File: src/rtl/sdram_port_arbiter.sv
// Single-port SDRAM arbiter: loader writes (strict priority) vs bg/obj reads (round-robin).
// Optional WAIT watchdog with sticky err port when SDRAM_ARB_TIMEOUT_EN is defined.
module sdram_port_arbiter #(
  parameter int AW          = 25,
  parameter int DW          = 8,
  parameter int TIMEOUT_CYC = 64
) (
  input  logic          clk_sys,
  input  logic          reset,
  input  logic          ld_req,
  input  logic [AW-1:0] ld_addr,
  input  logic [DW-1:0] ld_data,
  output logic          ld_ack,
  input  logic          bg_req,
  input  logic [AW-1:0] bg_addr,
  output logic [DW-1:0] bg_data,
  output logic          bg_rdy,
  input  logic          obj_req,
  input  logic [AW-1:0] obj_addr,
  output logic [DW-1:0] obj_data,
  output logic          obj_rdy,
  output logic [AW-1:0] mem_addr,
  output logic [DW-1:0] mem_din,
  output logic          mem_we,
  output logic          mem_rd,
  input  logic [DW-1:0] mem_dout,
  input  logic          mem_ready
`ifdef SDRAM_ARB_TIMEOUT_EN
  ,output logic         err
`endif
);

  typedef enum logic [1:0] {S_IDLE, S_ISSUE, S_WAIT, S_DONE} state_t;
  typedef enum logic [1:0] {CH_LD, CH_BG, CH_OBJ} chan_t;

  state_t        state, state_nx;
  chan_t         gnt, gnt_nx;
  logic          rr_bg;   // 1: bg wins the next bg/obj tie
  logic [AW-1:0] addr_q;
  logic [DW-1:0] din_q;
  logic          tmo;

`ifdef SDRAM_ARB_TIMEOUT_EN
  localparam int CW = $clog2(TIMEOUT_CYC + 1);
  logic [CW-1:0] cnt;
  assign tmo = (state == S_WAIT) && !mem_ready && (cnt == CW'(TIMEOUT_CYC - 1));
`else
  assign tmo = 1'b0;
`endif

  always_comb begin
    state_nx = state;
    gnt_nx   = gnt;
    case (state)
      S_IDLE: begin
        if (ld_req) begin
          gnt_nx   = CH_LD;
          state_nx = S_ISSUE;
        end else if (bg_req && obj_req) begin
          gnt_nx   = rr_bg ? CH_BG : CH_OBJ;
          state_nx = S_ISSUE;
        end else if (bg_req) begin
          gnt_nx   = CH_BG;
          state_nx = S_ISSUE;
        end else if (obj_req) begin
          gnt_nx   = CH_OBJ;
          state_nx = S_ISSUE;
        end
      end
      S_ISSUE: state_nx = S_WAIT;
      S_WAIT:  if (mem_ready || tmo) state_nx = S_DONE;
      S_DONE:  state_nx = S_IDLE;
      default: state_nx = S_IDLE;
    endcase
  end

  always_ff @(posedge clk_sys) begin
    if (reset) begin
      state <= S_IDLE;
      gnt   <= CH_LD;
    end else begin
      state <= state_nx;
      gnt   <= gnt_nx;
    end
  end

  always_ff @(posedge clk_sys) begin
    if (reset) begin
      addr_q   <= '0;
      din_q    <= '0;
      bg_data  <= '0;
      obj_data <= '0;
      rr_bg    <= 1'b1;
    end else begin
      if (state == S_IDLE && state_nx == S_ISSUE) begin
        case (gnt_nx)
          CH_LD:   begin addr_q <= ld_addr; din_q <= ld_data; end
          CH_BG:   addr_q <= bg_addr;
          default: addr_q <= obj_addr;
        endcase
      end
      // A timed-out read returns all-ones so the consumer sees an obvious pattern.
      if (state == S_WAIT && (mem_ready || tmo)) begin
        if (gnt == CH_BG)  bg_data  <= mem_ready ? mem_dout : {DW{1'b1}};
        if (gnt == CH_OBJ) obj_data <= mem_ready ? mem_dout : {DW{1'b1}};
      end
      if (state == S_DONE && gnt != CH_LD) rr_bg <= (gnt == CH_OBJ);
    end
  end

`ifdef SDRAM_ARB_TIMEOUT_EN
  always_ff @(posedge clk_sys) begin
    if (reset) begin
      cnt <= '0;
      err <= 1'b0;
    end else begin
      if (state == S_ISSUE)     cnt <= '0;
      else if (state == S_WAIT) cnt <= cnt + 1'b1;
      if (tmo) err <= 1'b1;
    end
  end
`endif

  assign mem_addr = addr_q;
  assign mem_din  = din_q;
  assign mem_we   = (state == S_ISSUE) && (gnt == CH_LD);
  assign mem_rd   = (state == S_ISSUE) && (gnt != CH_LD);
  assign ld_ack   = (state == S_DONE)  && (gnt == CH_LD);
  assign bg_rdy   = (state == S_DONE)  && (gnt == CH_BG);
  assign obj_rdy  = (state == S_DONE)  && (gnt == CH_OBJ);

endmodule
File: config.mk
export PLATFORM = sky130hd
export DESIGN_NAME = sdram_port_arbiter
export DESIGN_NICKNAME = d
export VERILOG_FILES = /design/src/rtl/sdram_port_arbiter.sv
export SDC_FILE = /design/constraint.sdc
export NUM_CORES = 1
export LEC_CHECK = 0
export BUFFER_PORTS_ARGS = -buffer_cell sky130_fd_sc_hd__buf_2
export CAP_MARGIN = 10
export CORE_MARGIN = 2
export CORE_UTILIZATION = 30
export DETAILED_ROUTE_END_ITERATION = 12
export GPL_ROUTABILITY_DRIVEN = 0
export SETUP_SLACK_MARGIN = 0.02
export SKIP_LAST_GASP = 1
export SYNTH_ARGS = -nofsm -noshare
export SYNTH_HDL_FRONTEND = slang
export SYNTH_SLANG_ARGS = --single-unit
File: constraint.sdc
create_clock -name clk_sys -period 3.9 [get_ports clk_sys]
set_input_delay 0.195 -clock clk_sys [delete_from_list [all_inputs] [get_ports clk_sys]]
set_output_delay 0.195 -clock clk_sys [all_outputs]
set_load 0.05 [all_outputs]
==> results of run 1 <==
-- routing by layer --
layer / wire length, microns / GRT usage
met2: 3700 / 0.235
met4: 41 / 0.0249
met5: 13 / 0
met3: 626 / 0.0414
met1: 3430 / 0.182
-- logic make-up (layout without fill, tap and decap cells) --
logic type | count (synthesis) | after routing | share of synthesized area
flops | 54 | 54 | 0.378
fa+ha+maj | 5 | 5 | 0.0219
compound gates | 51 | 51 | 0.175
mux | 33 | 33 | 0.115
simple gates | 124 | 124 | 0.259
buf+inv | 29 | 167 | 0.0512
-- placed cells by master (no fill, tap or decap), types with 2 or more instances in the layout --
cell | netlist | final
a21oi_1 | 17 | 17
and2_1 | 2 | 2
buf_2 | 3 | 150
buf_4 | 1 | 5
clkbuf_8 | 0 | 5
dfxtp_1 | 54 | 54
ha_1 | 5 | 5
inv_1 | 4 | 4
mux2i_1 | 33 | 33
nand2_1 | 36 | 36
nand2b_1 | 17 | 17
nand3b_1 | 50 | 50
nor2_1 | 6 | 6
nor2b_1 | 4 | 4
nor3_1 | 2 | 2
o221ai_1 | 5 | 5
o221ai_2 | 20 | 20
or3_1 | 2 | 2
-- synth_stat cells, types with 5 or more instances --
library cell / number / area (sq um)
dfxtp_1: 54 / 1080
nand3b_1: 50 / 375
nand2_1: 36 / 135
mux2i_1: 33 / 330
o221ai_2: 20 / 300
a21oi_1: 17 / 85.1
nand2b_1: 17 / 106
clkbuf_1: 16 / 60.1
nor2_1: 6 / 22.5
ha_1: 5 / 62.6
o221ai_1: 5 / 43.8
-- flip-flops by register name, summed over array words and instances (netlist names) --
signal and cells:
bg_data 8, gnt 2, mem_addr 25, mem_din 8, obj_data 8, rr_bg 1, state 2
-- worst min-delay path, stage by stage --
cell and delay (ps):
buf_2 110, nand2_1 50, a21oi_1 50
-- power breakdown --
group	switching, mW	internal (mW)	total, mW
logic	0.397	0.183	0.580
registers	0.0346	0.608	0.643
clock network	0.200	0.196	0.396
total	0.631	0.988	1.62
-- final cells by class --
type | instances | area [sq um] | area share
tap | 129 | 161 | 0.0425
multi-input combinational | 213 | 1640 | 0.431
clock buffer | 5 | 68.8 | 0.0181
timing repair buffer | 155 | 788 | 0.207
sequential | 54 | 1080 | 0.284
inverter | 4 | 15.0 | 0.00395
clock inverter | 3 | 48.8 | 0.0128
-- path summary, 6_finish.rpt --
| path | to | slack (ps) | cells after the start |
|---|---|---|---|
| max | mem_addr[5] | 1420 | 8 |
| min | bg_data[4] | 130 | 3 |
| max reg2reg | mem_addr[5] | 1420 | 8 |
| min reg2reg | bg_data[3] | 460 | 2 |
==> key figures, run 1 <==
Status
  – Status: finished clean

Global route
  – Aggregate global-route resource usage: 0.141
  – Initial antenna violation count: 1
  – Total gr overflow: 0
  – Largest net degree at the start of global routing: between 80 and 90
  – Vias in the first global route: 2,441
  – First-pass GRT wire length: 11.6 mm

Synthesis
  – Yosys warns: 0
  – Synth Register Bits: 54
  – Synth unique cells: 33
  – Mapped cell area: 2860 sq um
  – Predominant post-synthesis flop cell: dfxtp_1
  – Post-synth EDFFs: 0
  – Post-synth ARST share: 0
  – Post-Syn Instances: 296
  – Post-Syn Nets: 398
  – Seq/Total Area, Yosys: 0.378
  – Syn avg cell area: 9.66 sq um

Pwr
  – Total Power: 1.62 mW
  – Leakage power: 1.74 nW
  – Peak VDD IR: between 200 and 250 uV
  – PD cells: 426 nW/um^2

Final layout
  – Layout area overhead: 32.9%
  – Fin cells: 563
  – Post-layout net count: about 540
  – N_diodes: 0
  – Final Instance Area: 3800 sq um
  – FILL cells: 940
  – Layout cells sized above 1: 0.429
  – Final Util: 0.411

Worst setup path
  – Reg2reg start: state[0]
  – CP Data Required Time: 4130 ps
  – Slowest stage delay, CP: 410 ps
  – Arrival time at the worst endpoint: about 2700 ps
  – Worst setup startpoint: state[0]
  – Crit-path cells: inv_1 -> ha_1 -> nor2b_1 -> a31oi_1 -> nand3_2 -> or3_1 -> buf_4 -> o221ai_1
  – CP max FO: 25
  – Crit path kind: flip-flop to flip-flop
  – Critical Path Start Type: flip-flop
  – Buffers and inverters on the worst path: 2
  – Worst setup EP type: flip-flop
  – Slowest CP cell: dfxtp_1
  – Family with the most delay on the worst path: simple AND/OR/NAND/NOR gates

Clock tree
  – Cts hold-fix bufs: 0
  – CTS-repair resized insts: 0
  – CTS tree: done
  – H-tree depth: 2
  – CTS Sinks: 54
  – # Post-CTS Setup Buffers: 0
  – CTS root buf: clkbuf_8
  – Worst skew pair latency: 310 ps
  – Max clock buf depth: 2
  – Cts bufs inserted: 5
  – Clock transition at path regs: 110 ps

STA
  – Unrepaired setup endpoints after global routing: false
  – Layout Skew: 5.09 ps
  – F_max: 403 MHz
  – Hold Fails Final Rpt: 0
  – Rel. slew slack: 0.406
  – Period utilization: 0.636
  – Final worst slack: 1420 ps
  – Final min period: 2480 ps
  – Worst slew pin tran: 889 ps
  – Final setup TNS: 0 ps
  – Final setup vio count: 0
  – Final-report max-slew violation count: 0
  – Hold_ws: 129 ps

Floorplan
  – # rows: 35
  – Starting Density: 0.310
  – Die ar.: 10,300 sq um
  – Die H: 102 microns
  – # IOs: 151
  – Width of the die: approximately 100 microns
  – Core area: 9240 sq um

Drt
  – Antenna-violating nets left: 0
  – Vias/cell: between 4 and 5
  – Via count: 2,722
  – Post-route DRC: 0
  – Initial drt markers: 60
  – Routed length per instance: 13.9 microns
  – Final WL: 7.81 mm
  – Iteration count of the initial detailed-routing pass: 6

Min path
  – HP Start: mem_dout[4]
  – HP Class: input pin to flip-flop

Place
  – Dpl cells: 555
  – Detailed placement HPWL: 5.76 mm
  – Pre-CTS WS: 1410 ps
  – PortBufs: 150
  – Placed Area: 3680 sq um

Run
  – Max_cap viols: 0
(Power assumes the default switching activity.)
==> inputs of run 2 (changes only) <==
==> constraint.sdc (replaced) <==
create_clock -name clk_sys -period 2.55 [get_ports clk_sys]
set_input_delay 0.1275 -clock clk_sys [delete_from_list [all_inputs] [get_ports clk_sys]]
set_output_delay 0.1275 -clock clk_sys [all_outputs]
set_load 0.05 [all_outputs]
==> run 2 against run 1 <==
Against the previous run:
- register-to-register slack lost 1100 ps
- combinational power grew 54%
- first-iteration DRC count shrank 27%
- worst hold slack lost 59 ps
- cell area grew 0.49%
- clock skew grew 0.53 ps
- count of clock-buffer cells in the layout is the same
- total power grew 51%
==> key figures, run 2 (synthesis gave the netlist of run 1 again) <==
STA
  – Period utilization: 0.870
  – F_max: approximately 450 MHz
  – Final min period: 2220 ps
  – Final worst slack: 332 ps
  – Worst slew pin tran: 715 ps
  – Unrepaired setup endpoints after global routing: false
  – Final-report max-slew violation count: 0
  – Hold Fails Final Rpt: 0
  – Final setup TNS: 0 ps
  – Layout Skew: 5.62 ps
  – Final setup vio count: 0
  – Rel. slew slack: 0.519

Drt
  – Vias/cell: 4.80
  – Routed length per instance: 13.9 microns
  – Initial drt markers: 44
  – Post-route DRC: 0
  – Final WL: approximately 7.9 mm
  – Antenna-violating nets left: 0
  – Iteration count of the initial detailed-routing pass: 4
  – Via count: 2,711

Worst setup path
  – Crit path kind: flip-flop to flip-flop
  – Arrival time at the worst endpoint: 2440 ps
  – Family with the most delay on the worst path: simple AND/OR/NAND/NOR gates
  – Worst setup EP type: flip-flop
  – CP Data Required Time: 2770 ps
  – Slowest CP cell: dfxtp_1
  – Crit-path cells: inv_1 -> ha_1 -> nor2b_1 -> a31oi_1 -> nand3_2 -> or3_1 -> buf_4 -> o221ai_2
  – Worst reg-to-reg path cell count: 8
  – Worst R2R End: mem_addr[14]
  – Slowest stage delay, CP: 410 ps
  – Critical Path Start Type: flip-flop
  – Reg2reg start: state[0]
  – Buffers and inverters on the worst path: 2
  – R2r setup slk: 330 ps
  – CP max FO: 25

Global route
  – Aggregate global-route resource usage: 0.144
  – Largest net degree at the start of global routing: 51
  – Total gr overflow: 0
  – Vias in the first global route: 2,480
  – First-pass GRT wire length: 11.9 mm
  – Initial antenna violation count: 0

Clock tree
  – CTS-repair resized insts: 0
  – Worst skew pair latency: 300 ps
  – Clock transition at path regs: 100 ps
  – Cts hold-fix bufs: 0
  – CTS root buf: clkbuf_8
  – CTS tree: done
  – Max clock buf depth: 2
  – # Post-CTS Setup Buffers: 0
  – Cts bufs inserted: 5
  – H-tree depth: 2
  – CTS Sinks: 54

Place
  – Pre-CTS WS: 360 ps
  – Detailed placement HPWL: 5.69 mm
  – PortBufs: 150
  – Dpl cells: between 500 and 600

Floorplan
  – Die ar.: 10,300 sq um
  – Die H: 102 microns
  – Width of the die: 102 microns
  – # rows: 35
  – # IOs: 151
  – Starting Density: 0.310
  – Core area: 9240 sq um

Final layout
  – Final Util: 0.413
  – Layout cells sized above 1: 0.431
  – Most common cell after layout, fill and taps aside: buf_2
  – Layout area overhead: 33.6%
  – FF+latch area: 1080 sq um
  – Fin cells: 565
  – N_diodes: 0
  – FILL cells: 937
  – Area of the multi-input gates: 1640 sq um
  – Most frequent cells in the layout: buf_2 (150), dfxtp_1 (54), nand3b_1 (50), nand2_1 (36), mux2i_1 (33)
  – Post-layout net count: approximately 540
  – Largest register FFs: 25

Pwr
  – Pint: 1.51 mW
  – Clock power share: 0.233
  – Sw frac: 0.384
  – Combinational share of power: 0.366
  – Peak VDD IR: approximately 380 uV
  – Leakage power: 1.75 nW
  – PD cells: 641 nW/um^2
  – Seq pwr share: 0.401
  – Switch Pwr: 0.941 mW

Run
  – Max_cap viols: 0

Min path
  – Hold Path End: mem_din[2]
  – Hold path depth: 3
  – HP Class: input pin to flip-flop
  – HP Start: ld_data[2]

Status
  – Status: finished clean
run 2: how the worst max path moves through the flow:
stage	from	to	slack (ps)	cells after the start
final	state[0]	mem_addr[14]	330	8
after global placement	state[0]	mem_addr[7]	410	8
after floorplan	state[0]	mem_addr[0]	440	10
after detailed placement	state[0]	mem_addr[4]	360	8
after global routing	state[0]	mem_addr[7]	160	8
after CTS	state[0]	mem_addr[14]	310	8
run 2: area by class of cell:
type	count	share of cell area
Clock buffer	5	0.0180
Clock inverter	3	0.0105
Inverter	4	0.00393
Multi-Input combinational cell	213	0.429
Sequential cell	54	0.283
Tap cell	129	0.0423
Timing Repair Buffer	157	0.214
run 2: worst register-to-register path: stages (launching register included):
cell and delay, ps:
dfxtp_1 410, inv_1 100, ha_1 290, nor2b_1 130, a31oi_1 220, nand3_2 150
or3_1 330, buf_4 270, o221ai_2 240
run 2: stage by stage:
stage / hold WS (ps) / cell area [sq um] / total power [mW]
2_1_floorplan: 264 / 2860 / 1.67
3_3_place_gp: 388 / 3710 / 1.90
3_5_place_dp: 393 / 3710 / 1.90
4_1_cts: 51.7 / 3820 / 2.50
5_1_grt: 59.2 / 3820 / 2.58
6_report: 69.4 / 3820 / 2.45
run 2: layer usage:
layer	global-route usage	share of wire	wire length [microns]	up-vias
met4	0.0395	0.011	84	0
met2	0.225	0.46	3620	110
met1	0.194	0.45	3560	1243
li1	-	-	-	1350
met3	0.0421	0.077	609	8
met5	0	0	0	-
run 2: power by group through the flow:
| stage | Clock, mW | Sequential, mW | Combinational, mW |
|---|---|---|---|
| after global placement | 0 | 0.999 | 0.896 |
| after floorplan | 0 | 1.28 | 0.392 |
| after CTS | 0.606 | 0.982 | 0.908 |
| final | 0.570 | 0.982 | 0.896 |
| after global routing | 0.627 | 0.992 | 0.958 |
| after detailed placement | 0 | 0.997 | 0.908 |
==> inputs of run 3 (changes only) <==
--- a/config.mk
+++ b/config.mk
@@ -5,10 +5,11 @@
 export SDC_FILE = /design/constraint.sdc
 export NUM_CORES = 1
 export LEC_CHECK = 0
-export BUFFER_PORTS_ARGS = -buffer_cell sky130_fd_sc_hd__buf_2
+export BUFFER_PORTS_ARGS = -buffer_cell sky130_fd_sc_hd__buf_4
 export CAP_MARGIN = 10
 export CORE_MARGIN = 2
 export CORE_UTILIZATION = 30
+export CTS_CLUSTER_SIZE = 28
 export DETAILED_ROUTE_END_ITERATION = 12
 export GPL_ROUTABILITY_DRIVEN = 0
 export SETUP_SLACK_MARGIN = 0.02
==> run 3 against run 2 <==
Against the previous run:
- die area did not move
- cell area rose by 11%
- core utilization rose by 4.4 points
- clock power rose by 22%
- setup slack got worse by 2.5 ps
- count of clock-buffer cells in the layout did not move
- wire length rose by 4.3%
- first-iteration DRC count rose by 61%
- sequential power barely moved
- register-to-register slack barely moved
- total power rose by 9.0%
- largest power group is now combinational logic
==> key figures, run 3 (synthesis gave the netlist of run 1 again) <==
Status
  – Status: finished clean

Final layout
  – Largest register FFs: 25
  – N_diodes: 0
  – Fin cells: 565
  – Layout area overhead: 47.7%
  – Layout cells sized above 1: 0.431
  – Most frequent cells in the layout: buf_4 (156), dfxtp_1 (54), nand3b_1 (50), nand2_1 (36), mux2i_1 (33)
  – Post-layout net count: 537
  – Most common cell after layout, fill and taps aside: buf_4
  – Final Instance Area: 4220 sq um
  – FILL cells: 883

Place
  – Placed Area: between 4000 and 5000 sq um
  – Dpl cells: 557
  – Detailed placement HPWL: 6.10 mm
  – PortBufs: 150
  – Pre-CTS WS: about 370 ps

Clock tree
  – CTS root buf: clkbuf_8
  – CTS Sinks: 54
  – Worst skew pair latency: 310 ps
  – CTS-repair resized insts: 0
  – Cts bufs inserted: 5
  – H-tree depth: 2
  – CTS tree: done
  – Cts hold-fix bufs: 0
  – # Post-CTS Setup Buffers: 0
  – Max clock buf depth: 2
  – Clock transition at path regs: roughly 110 ps

STA
  – Final min period: 2220 ps
  – Unrepaired setup endpoints after global routing: false
  – Final setup vio count: 0
  – F_max: 450 MHz
  – Final worst slack: 330 ps
  – Worst slew pin tran: 705 ps
  – Rel. slew slack: 0.527
  – Layout Skew: 7.46 ps
  – Final setup TNS: 0 ps
  – Period utilization: 0.871
  – Final-report max-slew violation count: 0
  – Hold Fails Final Rpt: 0

Worst setup path
  – Arrival time at the worst endpoint: 2450 ps
  – Crit path kind: flip-flop to flip-flop
  – CP max FO: 25
  – Worst reg-to-reg path cell count: 8
  – Worst R2R End: mem_addr[4]
  – Reg2reg start: state[0]
  – CP Data Required Time: 2780 ps
  – Critical Path Start Type: flip-flop
  – Worst setup EP type: flip-flop
  – R2r setup slk: 330 ps

Min path
  – Hold path depth: 3
  – HP Class: input pin to flip-flop
  – HP Start: mem_dout[4]
  – Hold Path End: bg_data[4]

Drt
  – Via count: about 2,700
  – Initial drt markers: 71
  – Post-route DRC: 0
  – Routed length per instance: 14.5 microns
  – Antenna-violating nets left: 0
  – Vias/cell: about 4.7
  – Iteration count of the initial detailed-routing pass: 6
  – Final WL: between 8 and 9 mm

Floorplan
  – Die H: about 100 microns
  – Width of the die: 102 microns
  – Die ar.: 10,300 sq um
  – # rows: 35
  – # IOs: 151
  – Core area: 9240 sq um
  – Starting Density: 0.310

Global route
  – Aggregate global-route resource usage: 0.153
  – First-pass GRT wire length: around 13 mm
  – Largest net degree at the start of global routing: 58
  – Initial antenna violation count: 0
  – Vias in the first global route: between 2,000 and 3,000
  – Total gr overflow: 0

Run
  – Max_cap viols: 0

Pwr
  – Peak VDD IR: 384 uV
  – Leakage power: around 1.8 nW
  – PD cells: 632 nW/um^2
  – Total Power: 2.67 mW
run 3: cell count changes in the layout (fill, tap and decap cells not counted), sizes merged:
cell / before / now
bufinv: 1 / 2
clkinv: 2 / 1
run 3: cell type report:
cell class | count | area [sq um] | share of cell area
Tap cell | 129 | 161 | 0.0382
Multi-Input combinational cell | 213 | 1640 | 0.388
Clock inverter | 3 | 68.8 | 0.0163
Timing Repair Buffer | 157 | 1190 | 0.282
Sequential cell | 54 | 1080 | 0.256
Inverter | 4 | 15.0 | 0.00355
Clock buffer | 5 | 68.8 | 0.0163
run 3: how the worst max path moves through the flow:
| stage | start | endpoint | slack [ps] | cells after the start |
|---|---|---|---|---|
| after global routing | state[0] | mem_addr[4] | 170 | 8 |
| after detailed placement | state[0] | mem_addr[4] | 370 | 8 |
| after global placement | state[0] | mem_addr[5] | 410 | 8 |
| final | state[0] | mem_addr[4] | 330 | 8 |
| after floorplan | state[0] | mem_addr[0] | 440 | 10 |
| after CTS | state[0] | mem_addr[4] | 330 | 8 |
run 3: power by group:
group	internal, mW	switching [mW]	leakage, nW
logic	0.376	0.611	1.34
registers	0.931	0.0544	0.441
clock network	0.394	0.302	0.0683
run 3: per-layer routing:
metal	share of wire	vias up	wire length, microns	GRT usage
met5	0	-	0	0
met4	0.0079	0	65	0.0312
met3	0.075	5	615	0.0421
met2	0.48	96	3950	0.250
met1	0.44	1238	3570	0.202
li1	-	1344	-	-
run 3: per-stage QoR:
step	hold WS, ps	util
floorplan	264	-
global placement	395	0.442
detailed placement	398	0.442
CTS	57.4	0.457
global route	55.2	0.457
finish	60.6	0.457
run 3: critical path, stage by stage (launching register included):
cell and delay, ps:
dfxtp_1 410, inv_1 100, ha_1 290, nor2b_1 130, a31oi_1 230, nand3_2 150
or3_1 320, buf_4 260, o221ai_1 240
